[config.mk]
export PLATFORM = sky130hd
export DESIGN_NAME = sort_input_loader_flat
export DESIGN_NICKNAME = d
export VERILOG_FILES = /design/src/rtl/sort_input_loader_if.sv /design/src/rtl/sort_input_loader.sv /design/src/flat_wrapper.sv
export SDC_FILE = /design/constraint.sdc
export NUM_CORES = 1
export LEC_CHECK = 0
export CORE_UTILIZATION = 54
export DETAILED_ROUTE_END_ITERATION = 8
export GPL_TIMING_DRIVEN = 0
export HOLD_SLACK_MARGIN = 0.1
export PLACE_DENSITY = 0.78
export SLEW_MARGIN = 20
export SYNTH_ARGS = -nofsm -noshare
export SYNTH_HDL_FRONTEND = slang
export SYNTH_SLANG_ARGS = --single-unit
export TNS_END_PERCENT = 10
[constraint.sdc]
create_clock -name clk -period 2 [get_ports clk]
set_input_delay 0.3 -clock clk [delete_from_list [all_inputs] [get_ports clk]]
set_output_delay 0.3 -clock clk [all_outputs]
set_load 0.05 [all_outputs]
[src/rtl/sort_input_loader_if.sv]
// Loader <-> sorter bus: loaded entries,
// fill progress and start/busy/done handshake.
interface sort_input_loader_if #(
  parameter int DATA_W    = 4,
  parameter int N_ENTRIES = 4
);
  localparam int CW = $clog2(N_ENTRIES + 1);

  logic [N_ENTRIES*DATA_W-1:0] entries;
  logic [CW-1:0]               fill_count;
  logic                        sort_start;
  logic                        loading;
  logic                        sort_busy;
  logic                        sort_done;

  modport master (
    output entries,
    output fill_count,
    output sort_start,
    output loading,
    input  sort_busy,
    input  sort_done
  );

  modport slave (
    input  entries,
    input  fill_count,
    input  sort_start,
    input  loading,
    output sort_busy,
    output sort_done
  );
endinterface

[src/rtl/sort_input_loader.sv]
// Debounced key capture of switch values into
// N_ENTRIES slots, then one start pulse to sorter.
module sort_input_loader #(
  parameter int DATA_W          = 4,
  parameter int N_ENTRIES       = 4,
  parameter int DEBOUNCE_CYCLES = 500000
) (
  input  logic              clk,
  input  logic              rst_n,
  input  logic              key_n,
  input  logic [DATA_W-1:0] data_in,
  sort_input_loader_if.master bus
);

  localparam int CW    = $clog2(N_ENTRIES + 1);
  localparam int CNT_W = $clog2(DEBOUNCE_CYCLES + 1);
  localparam int EW    = N_ENTRIES * DATA_W;

  typedef enum logic [1:0] {
    FILL  = 2'd0,
    ISSUE = 2'd1,
    WAIT  = 2'd2
  } state_t;

  logic              key_s1;
  logic              key_s2;
  logic [DATA_W-1:0] data_s1;
  logic [DATA_W-1:0] data_s2;
  logic [CNT_W-1:0]  db_cnt;
  logic              db_level;
  logic              db_q;
  logic              press;

  state_t            state;
  state_t            state_n;
  logic [CW-1:0]     fill_count;
  logic [CW-1:0]     fill_n;
  logic [EW-1:0]     entries;
  logic [EW-1:0]     entries_n;
  logic              sort_start;
  logic              start_n;

  // two-flop synchronisers for the raw key and switches
  always_ff @(posedge clk or negedge rst_n) begin
    if (!rst_n) begin
      key_s1  <= 1'b1;
      key_s2  <= 1'b1;
      data_s1 <= '0;
      data_s2 <= '0;
    end else begin
      key_s1  <= key_n;
      key_s2  <= key_s1;
      data_s1 <= data_in;
      data_s2 <= data_s1;
    end
  end

  // level accepted only after DEBOUNCE_CYCLES stable cycles
  always_ff @(posedge clk or negedge rst_n) begin
    if (!rst_n) begin
      db_cnt   <= '0;
      db_level <= 1'b1;
    end else if (key_s2 == db_level) begin
      db_cnt <= '0;
    end else if (db_cnt == CNT_W'(DEBOUNCE_CYCLES - 1)) begin
      db_cnt   <= '0;
      db_level <= key_s2;
    end else begin
      db_cnt <= db_cnt + CNT_W'(1);
    end
  end

  // one-cycle press pulse on the debounced falling edge
  always_ff @(posedge clk or negedge rst_n) begin
    if (!rst_n) begin
      db_q  <= 1'b1;
      press <= 1'b0;
    end else begin
      db_q  <= db_level;
      press <= db_q & ~db_level;
    end
  end

  // round state, slot contents and registered start
  always_ff @(posedge clk or negedge rst_n) begin
    if (!rst_n) begin
      state      <= FILL;
      fill_count <= '0;
      entries    <= '0;
      sort_start <= 1'b0;
    end else begin
      state      <= state_n;
      fill_count <= fill_n;
      entries    <= entries_n;
      sort_start <= start_n;
    end
  end

  // next round state; presses outside FILL are dropped
  always_comb begin
    state_n   = state;
    fill_n    = fill_count;
    entries_n = entries;
    start_n   = 1'b0;
    unique case (state)
      FILL: begin
        if (press) begin
          for (int k = 0; k < N_ENTRIES; k++) begin
            if (fill_count == CW'(k)) begin
              entries_n[k*DATA_W +: DATA_W] = data_s2;
            end
          end
          fill_n = fill_count + CW'(1);
          if (fill_n == CW'(N_ENTRIES)) begin
            state_n = ISSUE;
          end
        end
      end
      ISSUE: begin
        if (!bus.sort_busy) begin
          start_n = 1'b1;
          state_n = WAIT;
        end
      end
      WAIT: begin
        if (bus.sort_done) begin
          state_n = FILL;
          fill_n  = '0;
        end
      end
      default: begin
        state_n = FILL;
      end
    endcase
  end

  assign bus.entries    = entries;
  assign bus.fill_count = fill_count;
  assign bus.sort_start = sort_start;
  assign bus.loading    = (state == FILL);

endmodule

[src/flat_wrapper.sv]
// flat-port wrapper written by rule: the top's interface ports become plain ports
module sort_input_loader_flat 
#(
  parameter int DATA_W          = 4,
  parameter int N_ENTRIES       = 4,
  parameter int DEBOUNCE_CYCLES = 500000
)
  (clk, rst_n, key_n, data_in, bus_entries, bus_fill_count, bus_sort_start, bus_loading, bus_sort_busy, bus_sort_done);
  sort_input_loader_if #(.DATA_W(DATA_W), .N_ENTRIES(N_ENTRIES)) bus_i ();
  input  logic clk;
  input  logic rst_n;
  input  logic key_n;
  input  logic [DATA_W-1:0] data_in;
  output wire logic [$bits(bus_i.entries)-1:0] bus_entries;
  output wire logic [$bits(bus_i.fill_count)-1:0] bus_fill_count;
  output wire logic [$bits(bus_i.sort_start)-1:0] bus_sort_start;
  output wire logic [$bits(bus_i.loading)-1:0] bus_loading;
  input wire logic [$bits(bus_i.sort_busy)-1:0] bus_sort_busy;
  input wire logic [$bits(bus_i.sort_done)-1:0] bus_sort_done;
  assign bus_entries = bus_i.entries;
  assign bus_fill_count = bus_i.fill_count;
  assign bus_sort_start = bus_i.sort_start;
  assign bus_loading = bus_i.loading;
  assign bus_i.sort_busy = bus_sort_busy;
  assign bus_i.sort_done = bus_sort_done;
  sort_input_loader #(.DATA_W(DATA_W), .N_ENTRIES(N_ENTRIES), .DEBOUNCE_CYCLES(DEBOUNCE_CYCLES)) u_core (.clk(clk), .rst_n(rst_n), .key_n(key_n), .data_in(data_in), .bus(bus_i));
endmodule
==> flow_summary.toml <==
[finish]
nets = 241
fill_cells = 294
mostFrequentLayoutCells = "dfrtp_1 (50), clkdlybuf4s50_1 (27), nor2_1 (19)"
final_common_cell = "dfrtp_1"
final_cells = 276
n_antenna_cell = 0
drive_above_1_share_pct = 17.26
syn_to_final_growth_pct = 22.39
final_util_pct = 68.91

[power]
power_leakage_nw = 1.256
finalPower_mw = 1.819
ir_worst_vdd_mv = 0.5875
pwr_density_cell_nw_per_um2 = 655.2

[logic_synthesis]
synth_area_sq_um = 2268
ys.flop_type = "dfrtp_1"
yosysWarnings = 0
yosysTopAreaCellShare_pct = 55.16
synth_edf_count = 0
yosysSeqAreaShare_pct = 59.79
synth_cells = 184
ys_types = 32
avgSynthCellArea_sq_um = 12.33
ys_seq_elements = 54
syn_nets = 200
synth_area_leaders = "dfrtp_1 (55%), mux2_2 (8.4%), dfstp_2 (4.6%)"
ys_async_sr_fraction_pct = 100.0
synth_top_cell_by_area = "dfrtp_1"

[global_routing]
antenna_found_initial = 0
overflow = 0
grt_max_degree = 31
grt_usage_pct = 20.60
grt_pass1_wl_mm = 6.561
grt_pass1_vias = 1416

[die]
core_area_sq_um = 4029
die_w_um = 66.82
row_count = 23
die_area_sq_um = 4464
dieHeight_um = 66.82
start_util_pct = 56.30
io-pin-count = 30

[sta]
setup_viol = 0
slew_headroom_pct = 53.40
report.final.hold_viol_count = 0
fin_crit_ns = 1.908
rsz0062_at_grt = "no"
report.final.slew_viol_count = 0
fin_ws_ns = 0.09229
skew_ns = 0.006249
whs_ns = 0.3508
fmax_ghz = 0.5242
finalCritPeriodShare_pct = 95.39
tightest_slew_ns = 0.6991

[critical_path]
arrival_ns = 2.10
path_max_fanout = 10
slowest_stage = "or4b_1"
end_kind = "flop"
required_ns = 2.20
startpoint = "u_core.db_cnt[11]"
timing.rr.start = "u_core.db_cnt[11]"
startpoint_type = "flop"
worstSetupPathType = "reg2reg"
crit_path_end = "u_core.db_cnt[8]"
reg2reg_slack_ns = 0.09
crit_path_max_incr_delay_ns = 0.52
r2r_cells = 5
crit_chain = "or4b_1 -> or3_4 -> o21bai_4 -> buf_6 -> nor2_1"
regToRegEndpoint = "u_core.db_cnt[8]"

[clocking]
insertion_delay_ns = 0.31
cts_sinks = 54
cts_tree = "yes"
clock_path_buffers = 2
cts_root_buf = "clkbuf_8"
cts.reportedPaths.clkPinSlew_ns = 0.09
h-tree-depth = 2
cts_buffers = 5

[placement]
gp_congestion = 0.8244
dp_cells = 264
hpwl_mm = 3.003
portBuffers = 29
pre_cts_slack_ns = 0.01862

[drt]
routedWlPerCell_um = 14.61
wirelength_mm = 4.031
antenna_left = 0
firstDrtPassIters = 4
vias = 1491
post-route-drc-count = 0
routed_via_density = 5.402
drt_iter0_markers = 62

[status]
status = "complete, no violations"

[min_path]
min_path_type = "reg2reg"

[job]
maxCapViolations = 0
==> metal layers <==
metal / track usage [%] / vias up / wire length (um)
li1: - / 723 / -
met5: 0 / - / 0
met1: 24.41 / 733 / 1740
met2: 34.85 / 30 / 2072
met3: 6.164 / 5 / 152
met4: 7.979 / 0 / 65
==> stage by stage <==
stage / instance area [sq um] / setup TNS (ns)
after detailed placement: 2644 / 0
after CTS: 2751 / 0
after floorplan: 2268 / 0
final: 2776 / 0
after global routing: 2776 / 0
after global placement: 2621 / -39.65
==> registers in the layout, indices dropped and copies added, names as in the netlist, 2 cells and up <==
name	count
u_core.state	2
u_core.bus.fill_count	3
u_core.db_cnt	19
u_core.data_s2	4
u_core.bus.entries	16
u_core.data_s1	4
==> cells in the mapped netlist (4+ instances only) <==
cell type and count:
dfstp_2 4, o21ai_0 4, ha_1 7, nand3_1 7, inv_1 7, nand4_1 6, xor2_1 7, dfrtp_1 50
and3_1 4, a21oi_1 4, mux2_2 17, xnor2_1 7, nand2_1 11, nor2_1 20
==> worst min-delay path by stage <==
stage / startpoint / to / slack, ns / cells past startpoint
after floorplan: rst_n / u_core.bus.entries[0] / 0.004 / 0
after global placement: u_core.data_s1[3] / u_core.data_s2[3] / 0.33 / 0
after detailed placement: u_core.data_s1[0] / u_core.data_s2[0] / 0.34 / 0
after CTS: u_core.data_s1[0] / u_core.data_s2[0] / 0.35 / 0
after global routing: u_core.data_s1[0] / u_core.data_s2[0] / 0.35 / 0
final: u_core.key_s1 / u_core.key_s2 / 0.35 / 0
==> area by class of cell <==
type | count | area (sq um) | area share, %
multi-input combinational | 120 | 868.3 | 31.28
sequential | 54 | 1356 | 48.85
tap | 50 | 62.56 | 2.253
buffer | 3 | 20.02 | 0.7210
clock buffer | 6 | 82.58 | 2.974
timing repair buffer | 34 | 344.1 | 12.39
clock inverter | 2 | 16.27 | 0.5859
inverter | 7 | 26.28 | 0.9464
==> critical path, delay by kind of cell, from the launching register on <==
kind | cells | cell delay (ns)
AND/OR/NAND/NOR | 3 | 1.00
buffers and inverters | 1 | 0.16
flip-flops | 1 | 0.44
AO/OA/AOI/OAI | 1 | 0.19
==> cells by family (layout without fill, tap and decap cells) <==
kind of cell	Yosys count	after routing	share of synthesized area, %
adder cells (fa/ha/maj)	7	7	3.861
flip-flops	54	54	59.79
XOR/XNOR	14	14	5.406
multiplexers	18	18	8.880
buffers and inverters	10	52	2.041
AO/OA/AOI/OAI	16	16	4.909
AND/OR/NAND/NOR	65	65	15.11
==> timing repair <==
item,in CTS,in global routing
endpoints found under the hold margin,28,0
resized for setup,1,1
hold buffers,1,0
setup endpoints to repair,1,11
buffers inserted,0,3
pin swaps,0,1
==> where the power goes <==
group / total, mW / leakage, nW / internal, mW / switching (mW)
registers: 1.12 / 0.704 / 1.11 / 0.0126
logic: 0.0668 / 0.505 / 0.0325 / 0.0343
clock network: 0.632 / 0.0478 / 0.285 / 0.347
No activity file was read; power rests on OpenSTA's default activity.
